### config.mk
export PLATFORM = sky130hd
export DESIGN_NAME = tensor_core_host_sequencer_flat
export DESIGN_NICKNAME = d
export VERILOG_FILES = /design/src/rtl/tensor_host_pkg.sv /design/src/rtl/tensor_core_host_sequencer_if.sv /design/src/rtl/tensor_instruction_encoder.sv /design/src/rtl/tensor_core_host_sequencer.sv /design/src/flat_wrapper.sv
export SDC_FILE = /design/constraint.sdc
export NUM_CORES = 1
export LEC_CHECK = 0
export ABC_AREA = 1
export CORE_ASPECT_RATIO = 1.2
export CORE_MARGIN = 2
export CORE_UTILIZATION = 45
export CTS_CLUSTER_DIAMETER = 30
export DETAILED_ROUTE_END_ITERATION = 12
export GPL_ROUTABILITY_DRIVEN = 0
export GPL_TIMING_DRIVEN = 0
export PLACE_DENSITY = 0.73
export SKIP_LAST_GASP = 1
export SYNTH_ARGS = -nofsm -noshare
export SYNTH_HDL_FRONTEND = slang
export SYNTH_HIERARCHICAL = 1
export SYNTH_SLANG_ARGS = --single-unit
### constraint.sdc
create_clock -name clock_in -period 3.4 [get_ports clock_in]
set_input_delay 0.68 -clock clock_in [delete_from_list [all_inputs] [get_ports clock_in]]
set_output_delay 0.68 -clock clock_in [all_outputs]
set_load 0.03 [all_outputs]
### src/rtl/tensor_host_pkg.sv
// rtl/tensor_host_pkg.sv - shared constants, instruction encodings and state enum (HOST_CLEAR_ON_START_EN adds CLEAR/RESET)
package tensor_host_pkg;

  localparam int OPSEL_W     = 3;
  localparam int NUM_ELEMS   = 9;
  localparam int WAIT_CYCLES = 5;

  localparam logic [4:0] ADDR_A_BASE = 5'd0;
  localparam logic [4:0] ADDR_B_BASE = 5'd9;
  localparam logic [4:0] ADDR_R_BASE = 5'd0;

  localparam logic [4:0] LOAD_LAST = 5'd17;
  localparam logic [4:0] WAIT_LAST = 5'(WAIT_CYCLES - 1);
  localparam logic [4:0] READ_LAST = 5'(NUM_ELEMS - 1);

  localparam logic [1:0] OPC_READ    = 2'b00;
  localparam logic [1:0] OPC_LOAD    = 2'b01;
  localparam logic [1:0] OPC_OPERATE = 2'b10;
  localparam logic [3:0] READ_TAG    = 4'b1000;

  localparam logic [15:0] INSTR_NOP = 16'h0000;
`ifdef HOST_CLEAR_ON_START_EN
  localparam logic [15:0] INSTR_RESET = 16'h000C;
`endif

  typedef enum logic [2:0] {
    ST_IDLE    = 3'd0,
`ifdef HOST_CLEAR_ON_START_EN
    ST_CLEAR   = 3'd1,
`endif
    ST_LOAD    = 3'd2,
    ST_OPERATE = 3'd3,
    ST_WAIT    = 3'd4,
    ST_READ    = 3'd5,
    ST_DONE    = 3'd6
  } state_t;

endpackage

### src/rtl/tensor_core_host_sequencer_if.sv
// rtl/tensor_core_host_sequencer_if.sv - host job and cpu instruction signals between host and sequencer
interface tensor_core_host_sequencer_if;
  logic        start_in;
  logic [2:0]  operation_select_in;
  logic [71:0] operand_a_in;
  logic [71:0] operand_b_in;
  logic [15:0] instruction_out;
  logic [7:0]  cpu_output_in;
  logic        busy_out;
  logic        done_out;
  logic [71:0] result_out;
  logic        result_valid_out;

  modport master (
    output start_in, operation_select_in, operand_a_in, operand_b_in, cpu_output_in,
    input  instruction_out, busy_out, done_out, result_out, result_valid_out
  );

  modport slave (
    input  start_in, operation_select_in, operand_a_in, operand_b_in, cpu_output_in,
    output instruction_out, busy_out, done_out, result_out, result_valid_out
  );
endinterface

### src/rtl/tensor_instruction_encoder.sv
// rtl/tensor_instruction_encoder.sv - combinational cpu instruction word builder (HOST_CLEAR_ON_START_EN adds RESET)
module tensor_instruction_encoder
  import tensor_host_pkg::*;
(
  input  state_t             state_i,
  input  logic [4:0]         index_i,
  input  logic [7:0]         data_i,
  input  logic [OPSEL_W-1:0] opsel_i,
  output logic [15:0]        instr_o
);

  // Map the sequencer state to the word the cpu executes in that cycle
  always_comb begin
    instr_o = INSTR_NOP;
    case (state_i)
`ifdef HOST_CLEAR_ON_START_EN
      ST_CLEAR:   instr_o = INSTR_RESET;
`endif
      ST_LOAD:    instr_o = {index_i, data_i, 1'b0, OPC_LOAD};
      ST_OPERATE: instr_o = {11'b0, opsel_i, OPC_OPERATE};
      ST_READ:    instr_o = {5'b0, ADDR_R_BASE + index_i, READ_TAG, OPC_READ};
      default:    instr_o = INSTR_NOP;
    endcase
  end

endmodule

### src/rtl/tensor_core_host_sequencer.sv
// rtl/tensor_core_host_sequencer.sv - job sequencer: load operands, operate, wait, read back (HOST_CLEAR_ON_START_EN adds CLEAR)
module tensor_core_host_sequencer
  import tensor_host_pkg::*;
(
  input logic                          clock_in,
  input logic                          reset_n_in,
  tensor_core_host_sequencer_if.slave  bus
);

  state_t             state_q, state_d;
  logic [4:0]         index_q, index_d;
  logic [OPSEL_W-1:0] opsel_q, opsel_d;
  logic [71:0]        operand_a_q, operand_a_d;
  logic [71:0]        operand_b_q, operand_b_d;
  logic [71:0]        result_q, result_d;
  logic               result_valid_q, result_valid_d;
  logic [15:0]        instruction_q, instruction_d;
  logic [7:0]         load_data;

  // Next state, phase index, operand capture and result capture
  always_comb begin
    state_d        = state_q;
    index_d        = index_q;
    opsel_d        = opsel_q;
    operand_a_d    = operand_a_q;
    operand_b_d    = operand_b_q;
    result_d       = result_q;
    result_valid_d = result_valid_q;
    case (state_q)
      ST_IDLE: begin
        if (bus.start_in) begin
          opsel_d        = bus.operation_select_in;
          operand_a_d    = bus.operand_a_in;
          operand_b_d    = bus.operand_b_in;
          result_valid_d = 1'b0;
          index_d        = 5'd0;
`ifdef HOST_CLEAR_ON_START_EN
          state_d        = ST_CLEAR;
`else
          state_d        = ST_LOAD;
`endif
        end
      end
`ifdef HOST_CLEAR_ON_START_EN
      ST_CLEAR: begin
        state_d = ST_LOAD;
        index_d = 5'd0;
      end
`endif
      ST_LOAD: begin
        if (index_q == LOAD_LAST) begin
          state_d = ST_OPERATE;
          index_d = 5'd0;
        end else begin
          index_d = index_q + 5'd1;
        end
      end
      ST_OPERATE: begin
        state_d = ST_WAIT;
        index_d = 5'd0;
      end
      ST_WAIT: begin
        if (index_q == WAIT_LAST) begin
          state_d = ST_READ;
          index_d = 5'd0;
        end else begin
          index_d = index_q + 5'd1;
        end
      end
      ST_READ: begin
        for (int k = 0; k < NUM_ELEMS; k++) begin
          if (index_q == 5'(k)) result_d[k*8 +: 8] = bus.cpu_output_in;
        end
        if (index_q == READ_LAST) begin
          state_d        = ST_DONE;
          index_d        = 5'd0;
          result_valid_d = 1'b1;
        end else begin
          index_d = index_q + 5'd1;
        end
      end
      ST_DONE: state_d = ST_IDLE;
      default: state_d = ST_IDLE;
    endcase
  end

  // Operand byte for the upcoming LOAD; uses the _d operands so the first LOAD sees freshly captured data
  always_comb begin
    load_data = 8'h00;
    for (int k = 0; k < NUM_ELEMS; k++) begin
      if (index_d == ADDR_A_BASE + 5'(k)) load_data = operand_a_d[k*8 +: 8];
      if (index_d == ADDR_B_BASE + 5'(k)) load_data = operand_b_d[k*8 +: 8];
    end
  end

  tensor_instruction_encoder u_encoder (
    .state_i (state_d),
    .index_i (index_d),
    .data_i  (load_data),
    .opsel_i (opsel_d),
    .instr_o (instruction_d)
  );

  // State and datapath registers; the instruction is registered alongside its state
  always_ff @(posedge clock_in or negedge reset_n_in) begin
    if (!reset_n_in) begin
      state_q        <= ST_IDLE;
      index_q        <= 5'd0;
      opsel_q        <= '0;
      operand_a_q    <= '0;
      operand_b_q    <= '0;
      result_q       <= '0;
      result_valid_q <= 1'b0;
      instruction_q  <= INSTR_NOP;
    end else begin
      state_q        <= state_d;
      index_q        <= index_d;
      opsel_q        <= opsel_d;
      operand_a_q    <= operand_a_d;
      operand_b_q    <= operand_b_d;
      result_q       <= result_d;
      result_valid_q <= result_valid_d;
      instruction_q  <= instruction_d;
    end
  end

  assign bus.instruction_out  = instruction_q;
  assign bus.busy_out         = (state_q != ST_IDLE) && (state_q != ST_DONE);
  assign bus.done_out         = (state_q == ST_DONE);
  assign bus.result_out       = result_q;
  assign bus.result_valid_out = result_valid_q;

endmodule

### src/flat_wrapper.sv
// flat-port wrapper written by rule: the top's interface ports become plain ports
module tensor_core_host_sequencer_flat import tensor_host_pkg::*;
  (clock_in, reset_n_in, bus_start_in, bus_operation_select_in, bus_operand_a_in, bus_operand_b_in, bus_cpu_output_in, bus_instruction_out, bus_busy_out, bus_done_out, bus_result_out, bus_result_valid_out);
  tensor_core_host_sequencer_if bus_i ();
  input logic clock_in;
  input logic reset_n_in;
  input wire logic [$bits(bus_i.start_in)-1:0] bus_start_in;
  input wire logic [$bits(bus_i.operation_select_in)-1:0] bus_operation_select_in;
  input wire logic [$bits(bus_i.operand_a_in)-1:0] bus_operand_a_in;
  input wire logic [$bits(bus_i.operand_b_in)-1:0] bus_operand_b_in;
  input wire logic [$bits(bus_i.cpu_output_in)-1:0] bus_cpu_output_in;
  output wire logic [$bits(bus_i.instruction_out)-1:0] bus_instruction_out;
  output wire logic [$bits(bus_i.busy_out)-1:0] bus_busy_out;
  output wire logic [$bits(bus_i.done_out)-1:0] bus_done_out;
  output wire logic [$bits(bus_i.result_out)-1:0] bus_result_out;
  output wire logic [$bits(bus_i.result_valid_out)-1:0] bus_result_valid_out;
  assign bus_i.start_in = bus_start_in;
  assign bus_i.operation_select_in = bus_operation_select_in;
  assign bus_i.operand_a_in = bus_operand_a_in;
  assign bus_i.operand_b_in = bus_operand_b_in;
  assign bus_i.cpu_output_in = bus_cpu_output_in;
  assign bus_instruction_out = bus_i.instruction_out;
  assign bus_busy_out = bus_i.busy_out;
  assign bus_done_out = bus_i.done_out;
  assign bus_result_out = bus_i.result_out;
  assign bus_result_valid_out = bus_i.result_valid_out;
  tensor_core_host_sequencer u_core (.clock_in(clock_in), .reset_n_in(reset_n_in), .bus(bus_i));
endmodule
======== Word level (Yosys, flattened, before mapping) ========
Index checks and enable logic that the tools add are counted.
word-level totals
  bits of input ports ..................... 158
  flip-flop bits (word level) ............. 244
operators by class
  add/subtract/negate cells ............... 1
  equal/unequal tests ..................... 37
  mux-type cells .......................... 38
  reduce and logical (&&, ||, !) cells .... 16
operators by type and width
  operator             number
  $mux 72              4
  $mux 8               18
  $pmux 16 s3          1
  $eq 5x4->1 const B   9
  $eq 5x3->1 const B   8
  $pmux 5 s5           1
  $eq 5x2->1 const B   4
  $mux 5               4
  $mux 3               6
  $reduce_and 2->1     9
  $eq 5x5->1 const B   3
  $pmux 3 s5           1
  $eq 3x2->1 const B   4
  $eq 3x3->1 const B   4
  $eq 5x1->1 const B   2
  $logic_not 5->1      2
  $add 5x1->5 const B  1
  $logic_not 3->1      1
  $ne 3x3->1 const B   1
  $reduce_and 3->1     1
  $reduce_bool 3->1    1
  $mux 1               2
  $ne 2x1->1 const B   1
  $ne 2x2->1 const B   1
  3 further kinds      3

======== Logic depth before layout (Yosys ltp) ========
  depth after elaboration ................. 23
  mapped depth ............................ 23

======== Cells and area by module ========
Netlist, hierarchy kept.
modules (own cells, without submodules)
  module                      cells each  sequential area each (sq um)  instances  area each (sq um)
  tensor_core_host_sequencer  1,246       6,105.9                       1          10,388.7
  tensor_instruction_encoder  46          0.0                           1          244.0

======== Worst setup path after synthesis ========
OpenSTA, ideal clock, no wires.
  path type ............................... flip-flop to flip-flop
  start point ............................. register u_core.index_q[0]
  end point ............................... register u_core.instruction_q[8], in the netlist u_core/bus.instruction_out[8]
  data arrival time ....................... 2.394 ns
  cell stages (with the launch flop) ...... 23
  path slack .............................. 0.888 ns
  setup time .............................. 0.118 ns
  data required time ...................... 3.282 ns
  buffers on the path ..................... 1
  clock period less this slack ............ 2.512 ns
  path through ............................ dfrtp_1 inv_1 ha_1 inv_1 nor2_4 nand2_1 nand3_1 nand3_1 nor2_1 nand2_1 nor2_4 inv_2 nor2_4 buf_6 nand2_1 nand2_1 nand4_1 nor2_1 nand3_1 nor2_1 nand4_1 nand4_1 nand2_1
on the way
  cells in the longest elaborated chain, start to end .. 23
  elaborated cells on any way between the ends .. 53
RTL lines
  item                                 line                                                                                                  text
  start, declared                      tensor_core_host_sequencer.sv:11                                                                      logic [4:0] index_q, index_d;
  start signal, assigned               tensor_core_host_sequencer.sv:117                                                                     index_q <= index_d;
  $add 5x1->5 (tied with other cells)  tensor_core_host_sequencer.sv:55, tensor_core_host_sequencer.sv:67, tensor_core_host_sequencer.sv:79
  $mux 5, on equally long branches     tensor_core_host_sequencer.sv:74, tensor_core_host_sequencer.sv:51, tensor_core_host_sequencer.sv:63
  $pmux 5 s5 (*)                       tensor_core_host_sequencer.sv:29                                                                      case (state_q)
  $logic_not 5->1                      tensor_core_host_sequencer.sv:91                                                                      if (index_d == ADDR_A_BASE + 5'(k)) load_data = operand_a_d[k*8 +: 8];
  $mux 8                               tensor_core_host_sequencer.sv:91
  $mux 8                               tensor_core_host_sequencer.sv:92                                                                      if (index_d == ADDR_B_BASE + 5'(k)) load_data = operand_b_d[k*8 +: 8];
  $mux 8                               tensor_core_host_sequencer.sv:91
  $mux 8                               tensor_core_host_sequencer.sv:92
  [... 9 more ...]                     --
  $mux 8                               tensor_core_host_sequencer.sv:92
  $mux 8                               tensor_core_host_sequencer.sv:91
  $mux 8                               tensor_core_host_sequencer.sv:92
  $mux 8                               tensor_core_host_sequencer.sv:91
  $mux 8 (*)                           tensor_core_host_sequencer.sv:92
  via u_core.load_data[5]              tensor_core_host_sequencer.sv:18                                                                      logic [7:0] load_data;
  $pmux 16 s3 (*)                      tensor_instruction_encoder.sv:15                                                                      case (state_i)
  via u_core.instruction_d[8]          tensor_core_host_sequencer.sv:17                                                                      logic [15:0] instruction_q, instruction_d;
  end signal, assigned                 tensor_core_host_sequencer.sv:123                                                                     instruction_q <= instruction_d;
  end, declared                        tensor_core_host_sequencer.sv:17
The timed path passes the listed nets; every way through them passes the cells marked *.
A chain may end at the register's enable or synchronous reset.

======== Final worst setup path ========
  start point ............................. register u_core.index_q[0]
  end point ............................... register u_core.instruction_q[9], in the netlist u_core/bus.instruction_out[9]
on the way
  cells in the longest elaborated chain, start to end .. 23
  elaborated cells on any way between the ends .. 53
RTL lines
  item                                 line
  $add 5x1->5 (tied with other cells)  tensor_core_host_sequencer.sv:55, tensor_core_host_sequencer.sv:67, tensor_core_host_sequencer.sv:79
  $mux 5, on equally long branches     tensor_core_host_sequencer.sv:74, tensor_core_host_sequencer.sv:51, tensor_core_host_sequencer.sv:63
  $pmux 5 s5 (*)                       tensor_core_host_sequencer.sv:29
  via u_core.index_d[3]                tensor_core_host_sequencer.sv:11
  $logic_not 5->1                      tensor_core_host_sequencer.sv:91
  $mux 8                               tensor_core_host_sequencer.sv:91
  $mux 8                               tensor_core_host_sequencer.sv:92
  $mux 8                               tensor_core_host_sequencer.sv:91
  [... 10 more ...]                    --
  $mux 8                               tensor_core_host_sequencer.sv:92
  $mux 8                               tensor_core_host_sequencer.sv:91
  $mux 8                               tensor_core_host_sequencer.sv:92
  $mux 8                               tensor_core_host_sequencer.sv:91
  $mux 8 (*)                           tensor_core_host_sequencer.sv:92
  via u_core.load_data[6]              tensor_core_host_sequencer.sv:18
  $pmux 16 s3 (*)                      tensor_instruction_encoder.sv:15
  via u_core.instruction_d[9]          tensor_core_host_sequencer.sv:17
Marked as above.

==> results.json <==
{
  "outcome": "finished clean",
  "setup_viol": 0,
  "crit_top_cell": "nand4_1",
  "critPathCaptureType": "register",
  "required_ns": 3.80,
  "placedCellCount": 1857,
  "clk_pin_slew_ns": 0.06,
  "die_area_mm2": 0.0249,
  "worstSetupStartpointType": "register",
  "ir_drop_uv": 455,
  "die_w_um": 144,
  "synthTopCellsByArea": "dfrtp_1 (57%), nand2_1 (20%), o21ai_0 (4.9%)",
  "ys_ff_latch": 244,
  "drtAntennaViolNets": 0,
  "place_area_mm2": 0.0136,
  "syn_inst": 1292,
  "final_core_utilization_pct": 65.5,
  "yosysSeqAreaShare_pct": 57.4,
  "synth_top_area_share_pct": 57.4,
  "ioPinCount": 249,
  "portBuffers": 248,
  "layout_setup_ws_ns": 0.188,
  "hpwl_um": 23000,
  "crit-reg2reg-launch": "u_core/index_q[0]",
  "reg2reg_to": "u_core/bus.instruction_out[9]",
  "cp_slowest_cell": "dfrtp_2",
  "initial_core_util_pct": 45.8,
  "p_per_area_mw_per_mm2": 879,
  "drv_slew": 0,
  "routed.top_layer": "met4",
  "reg2reg_slack_ns": 0.19,
  "min_path_type": "in2async",
  "fmax_mhz": 311,
  "wl_per_cell_um": 16.5,
  "synthesis.nets": 1454,
  "placementRows": 61,
  "yosys_warnings": 6,
  "die_h_um": 172,
  "r2r_cells": 23,
  "slew_headroom_pct": 32.2,
  "syn-cell-area_mm2": 0.0106,
  "finalSetupTns_ns": 0,
  "grt_remaining_overflow": 0,
  "period_share_pct": 94.5,
  "drt_iter0_drc": 726,
  "finalPower_mw": 13.4,
  "dp_slack_ns": -0.473,
  "fin_area_mm2": 0.0152,
  "core_area_mm2": 0.0232,
  "cts_root_buf": "clkbuf_16",
  "firstDrtPassIters": 5,
  "layout.area.seq_mm2": 0.00611,
  "wl_met1_um": 12500,
  "wl_met3_um": 2650,
  "slowest_delay_ns": 0.40,
  "grt_pass1_vias": 9434,
  "synth_cell_types": 29,
  "rsz0062_at_grt": "true",
  "criticalPathCategory": "reg2reg",
  "clk_path_buf_depth": 3,
  "cts_tree": "built",
  "worstPathArrival_ns": 3.61,
  "routed_via_density": 5.02,
  "vias": 9756,
  "wl_met2_um": 15900,
  "clock_skew_ns": 0.0150,
  "fill_cells": 1926,
  "layout-drive-gt1-share_pct": 11.5,
  "fin_crit_ns": 3.21,
  "drcViolationCount": 0,
  "cts_max_level": 2,
  "antenna_found_initial": 0,
  "cts.sinks": 244,
  "wl_um": 32000,
  "tightest_slew_ns": 1.01,
  "multi_input_area_mm2": 0.00409,
  "leakage_nw": 7.32,
  "clock_latency_ns": 0.53,
  "grt_pass1_wl_um": 49100,
  "nets": 1759,
  "synth_largest_area_cell": "dfrtp_1",
  "fin_hold_ws_ns": 0.0430,
  "crit_chain": "inv_2 -> ha_1 -> inv_1 -> nor2_4 -> nand2_2 -> nand2_1 -> nand3_4 -> nand2_1 -> o21ai_4 -> nor2_4 -> buf_4 -> nand3_1 -> nand3_1 -> nor2_2 -> nand4_1 -> nand2_2 -> nand4_1 -> nor2_2 -> nand4_1 -> nor2_2 -> nand3_1 -> nand4_1 -> nand2_1",
  "antenna_cells": 0,
  "syn_to_final_growth_pct": 42.9,
  "syn_avg_cell_area_um2": 8.23,
  "grt_util_all_layers_pct": 25.5,
  "cts_buffers": 40,
  "grt_max_degree": 118,
  "cap_violations": 0,
  "instances_no_fill": 1944,
  "hold_viol": 0,
  "crit_fanout": 10,
  "ctsHoldBuffers": 0
}
-- kinds of logic after synthesis --
| family | synth area share, % |
|---|---|
| simple gates | 31.0 |
| flops | 57.4 |
| buf+inv | 5.20 |
| compound gates | 5.75 |
| fa+ha+maj | 0.471 |
| xor+xnor | 0.165 |
-- cells in the final DEF, fill, tap and decap left out, drive strengths merged --
| cell | n |
|---|---|
| nor2 | 89 |
| clkinvlp | 3 |
| a21oi | 10 |
| nand3 | 59 |
| nand2 | 563 |
| nor3 | 4 |
| bufinv | 4 |
| clkbuf | 73 |
| nand4 | 44 |
| inv | 91 |
| clkdlybuf4s50 | 247 |
| o211ai | 2 |
| buf | 40 |
| xor2 | 2 |
| ha | 4 |
| or2 | 32 |
| dfrtp | 244 |
| clkinv | 11 |
| o21ai | 107 |
-- state kept, by name (all words and copies together), names as in the netlist --
name,cells
u_core/operand_b_q,72
u_core/index_q,5
u_core/operand_a_q,72
u_core/bus.result_out,72
u_core/bus.result_valid_out,1
u_core/bus.instruction_out,16
u_core/opsel_q,3
u_core/state_q,3
-- synthesized netlist by cell type --
cell / instances
nand3_1: 58
buf_1: 6
buf_6: 3
clkbuf_8: 1
nor2_1: 80
nand4_1: 43
or2_2: 32
nor3_1: 3
nor2_4: 3
clkbuf_1: 25
nand4_2: 1
buf_4: 1
o21ai_2: 2
a21oi_1: 9
nand3_2: 1
nand2_1: 562
nor2_2: 6
nand2_2: 1
buf_2: 13
ha_1: 4
nor3_2: 1
inv_1: 76
o211ai_1: 2
clkinv_4: 1
o21ai_0: 105
a21oi_2: 1
inv_2: 6
xor2_1: 2
dfrtp_1: 244
-- layout make-up --
class / instances / share of cell area (%)
timing repair buffer: 264 / 17.4
inverter: 83 / 2.08
clock inverter: 26 / 1.98
buffer: 48 / 1.56
sequential: 244 / 40.2
tap: 315 / 2.59
clock buffer: 48 / 7.25
multi-input combinational: 916 / 26.9
-- where the power goes --
group / switching (mW) / total [mW] / leakage (nW) / internal [mW]
clock network: 1.48 / 4.14 / 0.682 / 2.66
registers: 0.304 / 4.16 / 2.95 / 3.86
logic: 3.37 / 5.05 / 3.69 / 1.68
total: 5.16 / 13.4 / 7.32 / 8.21
-- metal layers --
metal / track usage [%] / vias to the layer above
met5: 0 / -
met4: 8.70 / 0
met3: 6.62 / 73
met2: 43.6 / 368
met1: 31.5 / 4603
li1: - / 4712
-- worst max-delay path, delay by kind of cell, from the launching register on --
kind / cells / cell delay, ns
and+or+nand+nor: 18 / 2.00
DFF: 1 / 0.40
buffers and inverters: 3 / 0.35
adders and majority gates: 1 / 0.20
AOI/OAI and AO/OA: 1 / 0.13
-- what timing repair did --
| item | 4_1_cts | 5_1_grt |
|---|---|---|
| gates cloned | 0 | 0 |
| pin swaps | 0 | 6 |
| gates resized for setup | 5 | 34 |
| setup endpoints to repair | 6 | 8 |
| setup buffers | 1 | 13 |
-- how the worst max path moves through the flow --
stage                       from                             to  slack [ns]  cells past startpoint
6_report       u_core/index_q[0]  u_core/bus.instruction_out[9]        0.19                     23
5_1_grt        u_core/index_q[1]  u_core/bus.instruction_out[9]       -0.06                     23
2_1_floorplan  u_core/index_q[0]  u_core/bus.instruction_out[8]        0.89                     22
3_3_place_gp          reset_n_in      u_core/bus.result_out[13]       -8.62                      1
4_1_cts        u_core/index_q[0]  u_core/bus.instruction_out[9]        0.01                     22
3_5_place_dp        bus_start_in  u_core/bus.instruction_out[7]       -0.47                     18
Note: power is estimated with default switching activity, not from simulation.
